**config.mk**
```make
export PLATFORM = sky130hd
export DESIGN_NAME = id_ex_pipe_buf_flat
export DESIGN_NICKNAME = d
export VERILOG_FILES = /design/src/rtl/id_ex_pipe_buf_pkg.sv /design/src/rtl/id_ex_pipe_buf_if.sv /design/src/rtl/id_ex_pipe_buf_slot.sv /design/src/rtl/id_ex_pipe_buf.sv /design/src/flat_wrapper.sv
export SDC_FILE = /design/constraint.sdc
export NUM_CORES = 1
export LEC_CHECK = 0
export BUFFER_PORTS_ARGS = -buffer_cell sky130_fd_sc_hd__buf_2
export CAP_MARGIN = 0
export CORE_ASPECT_RATIO = 0.8
export CORE_MARGIN = 4
export CORE_UTILIZATION = 43
export CTS_BUF_LIST = sky130_fd_sc_hd__clkbuf_16
export DETAILED_ROUTE_END_ITERATION = 6
export HOLD_SLACK_MARGIN = 0.08
export PLACE_DENSITY = 0.74
export SLEW_MARGIN = 10
export SYNTH_ARGS = -nofsm -noshare
export SYNTH_HDL_FRONTEND = slang
export SYNTH_SLANG_ARGS = --single-unit
```
**constraint.sdc**
```tcl
create_clock -name clk -period 1.9 [get_ports clk]
set_clock_uncertainty 0.2 [all_clocks]
set_input_delay 0.19 -clock clk [delete_from_list [all_inputs] [get_ports clk]]
set_output_delay 0.19 -clock clk [all_outputs]
set_load 0.01 [all_outputs]
```
**src/rtl/id_ex_pipe_buf_pkg.sv**
```systemverilog
// Shared widths and the ID->EX payload record carried by every pipeline slot.
// A bubble is the all-zero payload, so PAYLOAD_ZERO doubles as the cleared slot value.
package pipe_pkg;

    localparam int ALUSEL_W  = 8;
    localparam int XLEN      = 32;
    localparam int IMM_W     = 32;
    localparam int ADDR_W    = 32;
    localparam int REGADDR_W = 5;

    typedef struct packed {
        logic [ALUSEL_W-1:0]  alusel;
        logic [XLEN-1:0]      opr1;
        logic [XLEN-1:0]      opr2;
        logic [IMM_W-1:0]     imm;
        logic [ADDR_W-1:0]    pc;
        logic [REGADDR_W-1:0] wd;
        logic                 wreg;
    } id_ex_payload_t;

    localparam id_ex_payload_t PAYLOAD_ZERO = '0;

endpackage

```
**src/rtl/id_ex_pipe_buf_if.sv**
```systemverilog
// ID->EX handshake bundle: ID pushes with in_valid/in_ready, EX pops with out_valid/out_ready.
// A transfer happens on a rising edge where valid && ready on the same side.
interface id_ex_pipe_buf_if;
    import pipe_pkg::*;

    logic                 in_valid;
    logic                 in_ready;
    logic [ALUSEL_W-1:0]  in_alusel;
    logic [XLEN-1:0]      in_opr1;
    logic [XLEN-1:0]      in_opr2;
    logic [IMM_W-1:0]     in_imm;
    logic [ADDR_W-1:0]    in_pc;
    logic [REGADDR_W-1:0] in_wd;
    logic                 in_wreg;

    logic                 out_valid;
    logic                 out_ready;
    logic [ALUSEL_W-1:0]  out_alusel;
    logic [XLEN-1:0]      out_opr1;
    logic [XLEN-1:0]      out_opr2;
    logic [IMM_W-1:0]     out_imm;
    logic [ADDR_W-1:0]    out_pc;
    logic [REGADDR_W-1:0] out_wd;
    logic                 out_wreg;

    modport master (
        output in_valid, in_alusel, in_opr1, in_opr2, in_imm, in_pc, in_wd, in_wreg, out_ready,
        input  in_ready, out_valid, out_alusel, out_opr1, out_opr2, out_imm, out_pc, out_wd,
               out_wreg
    );

    modport slave (
        input  in_valid, in_alusel, in_opr1, in_opr2, in_imm, in_pc, in_wd, in_wreg, out_ready,
        output in_ready, out_valid, out_alusel, out_opr1, out_opr2, out_imm, out_pc, out_wd,
               out_wreg
    );

endinterface

```
**src/rtl/id_ex_pipe_buf_slot.sv**
```systemverilog
// One pipeline slot: payload register plus valid bit. clear_i wins over load_i, and a
// cleared slot always holds the all-zero bubble payload.
module pipe_slot
    import pipe_pkg::*;
(
    input  logic           clk,
    input  logic           rst,
    input  logic           load_i,
    input  logic           clear_i,
    input  id_ex_payload_t d_i,
    output logic           valid_o,
    output id_ex_payload_t q_o
);

    logic           valid_q, valid_d;
    id_ex_payload_t data_q, data_d;

    always_comb begin
        valid_d = valid_q;
        data_d  = data_q;
        if (clear_i) begin
            valid_d = 1'b0;
            data_d  = PAYLOAD_ZERO;
        end else if (load_i) begin
            valid_d = 1'b1;
            data_d  = d_i;
        end
    end

    always_ff @(posedge clk) begin
        if (rst) begin
            valid_q <= 1'b0;
            data_q  <= PAYLOAD_ZERO;
        end else begin
            valid_q <= valid_d;
            data_q  <= data_d;
        end
    end

    assign valid_o = valid_q;
    assign q_o     = data_q;

endmodule

```
**src/rtl/id_ex_pipe_buf.sv**
```systemverilog
// ID->EX pipeline register with flush and a saturating stall counter.
// Define PIPE_SKID_EN for a head+skid pair that makes in_ready a registered signal.
module id_ex_pipe_buf
    import pipe_pkg::*;
#(
    parameter int CNT_W = 32
) (
    input  logic             clk,
    input  logic             rst,
    input  logic             flush,
    id_ex_pipe_buf_if.slave  bus,
    output logic [CNT_W-1:0] stall_cnt
);

    id_ex_payload_t in_pl;
    id_ex_payload_t head_q;
    id_ex_payload_t head_d;
    logic           head_valid;
    logic           head_load;
    logic           head_clear;
    logic           in_ready;
    logic           push;
    logic           pop;

    assign in_pl = '{alusel: bus.in_alusel, opr1: bus.in_opr1, opr2: bus.in_opr2,
                     imm: bus.in_imm, pc: bus.in_pc, wd: bus.in_wd, wreg: bus.in_wreg};

    assign push = bus.in_valid && in_ready;
    assign pop  = head_valid && bus.out_ready;

`ifdef PIPE_SKID_EN
    id_ex_payload_t skid_q;
    logic           skid_valid;
    logic           skid_load;
    logic           skid_clear;

    // The skid only ever holds an entry while the head is valid, so a pop always has
    // something older than the input to promote first.
    assign in_ready   = !skid_valid;
    assign head_load  = !flush && ((!head_valid && push) || (pop && (skid_valid || push)));
    assign head_clear = flush || (pop && !skid_valid && !push);
    assign head_d     = skid_valid ? skid_q : in_pl;
    assign skid_load  = !flush && push && head_valid && !pop;
    assign skid_clear = flush || (pop && skid_valid);

    pipe_slot u_skid (
        .clk     (clk),
        .rst     (rst),
        .load_i  (skid_load),
        .clear_i (skid_clear),
        .d_i     (in_pl),
        .valid_o (skid_valid),
        .q_o     (skid_q)
    );
`else
    assign in_ready   = !head_valid || bus.out_ready;
    assign head_load  = !flush && push;
    assign head_clear = flush || (pop && !push);
    assign head_d     = in_pl;
`endif

    pipe_slot u_head (
        .clk     (clk),
        .rst     (rst),
        .load_i  (head_load),
        .clear_i (head_clear),
        .d_i     (head_d),
        .valid_o (head_valid),
        .q_o     (head_q)
    );

    assign bus.in_ready   = in_ready;
    assign bus.out_valid  = head_valid;
    assign bus.out_alusel = head_q.alusel;
    assign bus.out_opr1   = head_q.opr1;
    assign bus.out_opr2   = head_q.opr2;
    assign bus.out_imm    = head_q.imm;
    assign bus.out_pc     = head_q.pc;
    assign bus.out_wd     = head_q.wd;
    assign bus.out_wreg   = head_q.wreg && head_valid;

    logic [CNT_W-1:0] stall_cnt_q, stall_cnt_d;

    // Saturates rather than wraps; a flush cycle is not counted as a stall.
    always_comb begin
        stall_cnt_d = stall_cnt_q;
        if (head_valid && !bus.out_ready && !flush && (stall_cnt_q != '1))
            stall_cnt_d = stall_cnt_q + CNT_W'(1);
    end

    always_ff @(posedge clk) begin
        if (rst) stall_cnt_q <= '0;
        else     stall_cnt_q <= stall_cnt_d;
    end

    assign stall_cnt = stall_cnt_q;

endmodule

```
**src/flat_wrapper.sv**
```systemverilog
// flat-port wrapper written by rule: the top's interface ports become plain ports
module id_ex_pipe_buf_flat import pipe_pkg::*;
#(
    parameter int CNT_W = 32
)
  (clk, rst, flush, stall_cnt, bus_in_valid, bus_in_alusel, bus_in_opr1, bus_in_opr2, bus_in_imm, bus_in_pc, bus_in_wd, bus_in_wreg, bus_out_ready, bus_in_ready, bus_out_valid, bus_out_alusel, bus_out_opr1, bus_out_opr2, bus_out_imm, bus_out_pc, bus_out_wd, bus_out_wreg);
  id_ex_pipe_buf_if bus_i ();
  input  logic clk;
  input  logic rst;
  input  logic flush;
  output logic [CNT_W-1:0] stall_cnt;
  input wire logic [$bits(bus_i.in_valid)-1:0] bus_in_valid;
  input wire logic [$bits(bus_i.in_alusel)-1:0] bus_in_alusel;
  input wire logic [$bits(bus_i.in_opr1)-1:0] bus_in_opr1;
  input wire logic [$bits(bus_i.in_opr2)-1:0] bus_in_opr2;
  input wire logic [$bits(bus_i.in_imm)-1:0] bus_in_imm;
  input wire logic [$bits(bus_i.in_pc)-1:0] bus_in_pc;
  input wire logic [$bits(bus_i.in_wd)-1:0] bus_in_wd;
  input wire logic [$bits(bus_i.in_wreg)-1:0] bus_in_wreg;
  input wire logic [$bits(bus_i.out_ready)-1:0] bus_out_ready;
  output wire logic [$bits(bus_i.in_ready)-1:0] bus_in_ready;
  output wire logic [$bits(bus_i.out_valid)-1:0] bus_out_valid;
  output wire logic [$bits(bus_i.out_alusel)-1:0] bus_out_alusel;
  output wire logic [$bits(bus_i.out_opr1)-1:0] bus_out_opr1;
  output wire logic [$bits(bus_i.out_opr2)-1:0] bus_out_opr2;
  output wire logic [$bits(bus_i.out_imm)-1:0] bus_out_imm;
  output wire logic [$bits(bus_i.out_pc)-1:0] bus_out_pc;
  output wire logic [$bits(bus_i.out_wd)-1:0] bus_out_wd;
  output wire logic [$bits(bus_i.out_wreg)-1:0] bus_out_wreg;
  assign bus_i.in_valid = bus_in_valid;
  assign bus_i.in_alusel = bus_in_alusel;
  assign bus_i.in_opr1 = bus_in_opr1;
  assign bus_i.in_opr2 = bus_in_opr2;
  assign bus_i.in_imm = bus_in_imm;
  assign bus_i.in_pc = bus_in_pc;
  assign bus_i.in_wd = bus_in_wd;
  assign bus_i.in_wreg = bus_in_wreg;
  assign bus_i.out_ready = bus_out_ready;
  assign bus_in_ready = bus_i.in_ready;
  assign bus_out_valid = bus_i.out_valid;
  assign bus_out_alusel = bus_i.out_alusel;
  assign bus_out_opr1 = bus_i.out_opr1;
  assign bus_out_opr2 = bus_i.out_opr2;
  assign bus_out_imm = bus_i.out_imm;
  assign bus_out_pc = bus_i.out_pc;
  assign bus_out_wd = bus_i.out_wd;
  assign bus_out_wreg = bus_i.out_wreg;
  id_ex_pipe_buf #(.CNT_W(CNT_W)) u_core (.clk(clk), .rst(rst), .flush(flush), .bus(bus_i), .stall_cnt(stall_cnt));
endmodule
```
==> impl_table.tex <==
\begin{tabular}{lr}
\hline
Metric & Value \\
\hline
\multicolumn{2}{l}{\textbf{Route}} \\
\quad Total vias in the final route & 8,018 \\
\quad Via density & 5.04 \\
\quad First drt pass iteration count & 5 \\
\quad Total detailed-routing wirelength & 25.2 mm \\
\quad Iter 0 DRT Violations & 560 \\
\quad Residual DRC count & 0 \\
\quad Drt wl/cell & 15.9 um \\
\quad Routed Antenna Nets & 0 \\
\multicolumn{2}{l}{\textbf{Floorplan}} \\
\quad Die outline width & 157 um \\
\quad Placement Rows & 43 \\
\quad Die extent in y & 127 um \\
\quad Initial core utilization & 43.9\% \\
\quad \# IOs & 323 \\
\quad Area of the die & 19,900 um2 \\
\quad Core area & 17,300 um2 \\
\multicolumn{2}{l}{\textbf{Power and ir drop}} \\
\quad Power per Cell Area & 733 nW/um2 \\
\quad Static Leak & 0.00509 uW \\
\quad Worst IR Drop VDD & 494 uV \\
\multicolumn{2}{l}{\textbf{GRT}} \\
\quad Maximum number of pins on one net before global-route repair & 77 \\
\quad Number of antenna violations at the first check in global routing & 0 \\
\quad GR Util All Layers & 23.5\% \\
\quad Total congestion overflow after global routing & 0 \\
\quad Global-route wire length before repair & 38.4 mm \\
\quad Vias in the first global route & 7,955 \\
\multicolumn{2}{l}{\textbf{Logic synthesis}} \\
\quad Gate count after technology mapping & 964 \\
\quad Number of distinct library cell variants in the gate-level netlist after synthesis & 42 \\
\quad Flop and latch count out of synthesis & 175 \\
\quad Number of enable flip-flop cells after synthesis & 0 \\
\quad Register area share after synthesis & 46.1\% \\
\quad YS warnings & 0 \\
\quad Top cell type's share of synthesized area & 46.1\% \\
\quad Dominant register cell in the synthesized netlist & sky130\_fd\_sc\_hd\_\_dfxtp\_1 \\
\quad Async set-or-reset flop fraction in the synthesized netlist & 0\% \\
\quad Number of nets produced by synthesis & 1,112 \\
\quad Main area contributors after synthesis & sky130\_fd\_sc\_hd\_\_dfxtp\_1 46\%, sky130\_fd\_sc\_hd\_\_nand2\_1 14\%, sky130\_fd\_sc\_hd\_\_buf\_4 14\% \\
\quad Syn Std Cell Area & 7600 um2 \\
\quad Cell type with the highest aggregate area in the netlist & sky130\_fd\_sc\_hd\_\_dfxtp\_1 \\
\quad Mapped Avg Cell Area & 7.88 um2 \\
\multicolumn{2}{l}{\textbf{Setup path}} \\
\quad Number of buffers and inverters on the critical path & 1 \\
\quad Maximum cell stage delay along the critical path & 0.46 ns \\
\quad List of cells traversed by the critical path & nor3b\_4 -> buf\_4 -> nand2\_4 -> or4\_4 -> or4\_1 -> a21oi\_1 \\
\quad Critical setup path kind & flop to flop \\
\quad Worst path top cell family by delay & simple AND/OR/NAND/NOR gates \\
\quad Critical-path maximum fanout & 5 \\
\quad Critical path data arrival time & 2.28 ns \\
\quad Master of the slowest instance on the critical path & sky130\_fd\_sc\_hd\_\_or4\_4 \\
\quad Critical Path Sink Type & flop \\
\quad Kind of start point of the critical path & flop \\
\quad CP required & 2.04 ns \\
\multicolumn{2}{l}{\textbf{Place}} \\
\quad Half-perimeter wire length after placement & 15.1 mm \\
\quad Final weighted congestion in routability-driven placement & 0.806 \\
\quad Port buffer count & 322 \\
\quad Area of placed instances & 9060 um2 \\
\multicolumn{2}{l}{\textbf{Final layout}} \\
\quad N\_diodes & 0 \\
\quad Flip-flop and latch area & 3550 um2 \\
\quad Synth-to-layout area growth & 52.3\% \\
\quad Commonest cells after routing, fill and taps aside & 322 x sky130\_fd\_sc\_hd\_\_buf\_2, 293 x sky130\_fd\_sc\_hd\_\_nand2\_1, 153 x sky130\_fd\_sc\_hd\_\_a21oi\_1, 153 x sky130\_fd\_sc\_hd\_\_dfxtp\_1, 145 x sky130\_fd\_sc\_hd\_\_dlygate4sd3\_1 \\
\quad Final instance area & 11,600 um2 \\
\quad Fin nets & 1,501 \\
\quad Filler cells & 1,297 \\
\quad Most frequent standard cell in the layout excluding fill and tap cells & sky130\_fd\_sc\_hd\_\_buf\_2 \\
\quad Total area of multi-input combinational cells & 3090 um2 \\
\quad Share of cells above drive strength 1 & 38.3\% \\
\multicolumn{2}{l}{\textbf{STA}} \\
\quad Max-slew headroom & 70.5\% \\
\quad Total setup violations reported at the end of the flow & 27 \\
\quad Least-Margin Pin Slew & 0.439 ns \\
\quad Time the worst path needs with I/O delays and setup & 2.14 ns \\
\quad RSZ-0062 raised after global routing & yes \\
\quad Setup slack of the critical path after layout & -0.236 ns \\
\quad Slew Viols, Final & 0 \\
\quad Count of endpoints failing hold in the final timing report & 0 \\
\quad Top achievable clock speed & 468 MHz \\
\quad Hold slack & 0.150 ns \\
\quad Period utilisation layout & 112\% \\
\multicolumn{2}{l}{\textbf{Clock tree}} \\
\quad Clock latency at the later pin of the worst-skew pair & 0.42 ns \\
\quad Clk root buf & sky130\_fd\_sc\_hd\_\_clkbuf\_16 \\
\quad Number of buffers between clock root and the deepest sink & 2 \\
\quad Number of clock buffers inserted by TritonCTS & 17 \\
\quad Worst-path clk slew & 0.07 ns \\
\quad Clk sink count & 175 \\
\quad Count of H-tree levels built during CTS & 4 \\
\quad Clock tree from TritonCTS & yes \\
\multicolumn{2}{l}{\textbf{Status}} \\
\quad Violations in the final reports & setup timing \\
\quad Result of the run & complete, but fails checks \\
\multicolumn{2}{l}{\textbf{Job}} \\
\quad Max-cap viol count & 0 \\
\multicolumn{2}{l}{\textbf{Worst hold path}} \\
\quad Type of the tightest min-delay check & input pin to flop \\
\hline
\end{tabular}
timing repair:
action,4_1_cts,5_1_grt
gates cloned,0,2
gates resized for setup,22,30
hold endpoints to repair,154,0
hold buffers,145,0
pin swaps,11,22
setup buffers,11,4
endpoints found under the setup margin,32,43
final cells by class:
cell class	instances	share of cell area, %
Clock inverter	13	1.75
Clock buffer	18	3.89
Sequential cell	175	30.7
Timing Repair Buffer	565	34.3
Multi-Input combinational cell	587	26.7
Inverter	7	0.227
Tap cell	225	2.43
power by group:
| group | internal, uW | switching (uW) |
|---|---|---|
| registers | 3720 | 33.6 |
| logic | 467 | 422 |
| clock network | 2310 | 1530 |
cell usage after synthesis (5+ instances only):
cell / n
sky130_fd_sc_hd__nand2_1: 293
sky130_fd_sc_hd__dfxtp_1: 175
sky130_fd_sc_hd__a21oi_1: 161
sky130_fd_sc_hd__buf_4: 141
sky130_fd_sc_hd__clkbuf_1: 52
sky130_fd_sc_hd__nor2_1: 20
sky130_fd_sc_hd__nand3_1: 15
sky130_fd_sc_hd__or4_1: 11
sky130_fd_sc_hd__xnor2_1: 11
sky130_fd_sc_hd__o31ai_1: 10
sky130_fd_sc_hd__nand4_1: 9
sky130_fd_sc_hd__a211oi_1: 8
sky130_fd_sc_hd__inv_1: 7
sky130_fd_sc_hd__or3_1: 6
sky130_fd_sc_hd__and3_1: 5
sky130_fd_sc_hd__and4_1: 5
sky130_fd_sc_hd__o21ai_0: 5
stage by stage:
stage / util (%) / setup TNS, ns / std cells / setup WS, ns / total power, uW
after global routing: 66.8 / -4.96 / 1590 / -0.287 / 8750
after CTS: 65.4 / -1.71 / 1584 / -0.201 / 8480
after detailed placement: 52.3 / -3.50 / 1397 / -0.229 / 4450
after floorplan: - / -0.480 / 964 / -0.0689 / 4190
final: 66.8 / -2.98 / 1590 / -0.236 / 8480
after global placement: 52.3 / -2.31 / 1397 / -0.160 / 4440
registers in the layout (all words and copies together), names as in the netlist:
signal and count:
u_core.u_head.valid_o 1, u_core.stall_cnt 32, u_core.u_head.q_o 142
worst paths after layout:
path | slack, ns | cells past startpoint | end | start
worst max register to register | -0.24 | 6 | u_core.stall_cnt[23] | u_core.u_head.valid_o
worst min register to register | 0.25 | 2 | u_core.u_head.q_o[84] | u_core.u_head.q_o[84]
worst min-delay path | 0.15 | 6 | u_core.stall_cnt[6] | bus_out_ready
worst max-delay path | -0.24 | 6 | u_core.stall_cnt[23] | u_core.u_head.valid_o
cell families after synthesis:
group,count (synthesis),synth area share [%]
fa+ha+maj,1,0.165
flops,175,46.1
simple gates,381,21.6
mux,2,0.280
xor+xnor,13,1.50
buf+inv,202,17.0
compound gates,190,13.3
per-layer routing:
metal	up-vias	wire length (um)	GRT usage [%]
li1	3804	-	-
met1	3758	9540	26.6
met2	370	12800	40.9
met3	86	2000	6.86
met4	0	893	10.8
met5	-	0	0
tightest hold or removal path, delay by kind of cell:
family                 cells  cell delay, ns
AO/OA/AOI/OAI              1            0.07
XOR/XNOR                   1            0.12
buffers and inverters      1            0.11
AND/OR/NAND/NOR            3            0.24
Power figures use the tool's default switching activity.
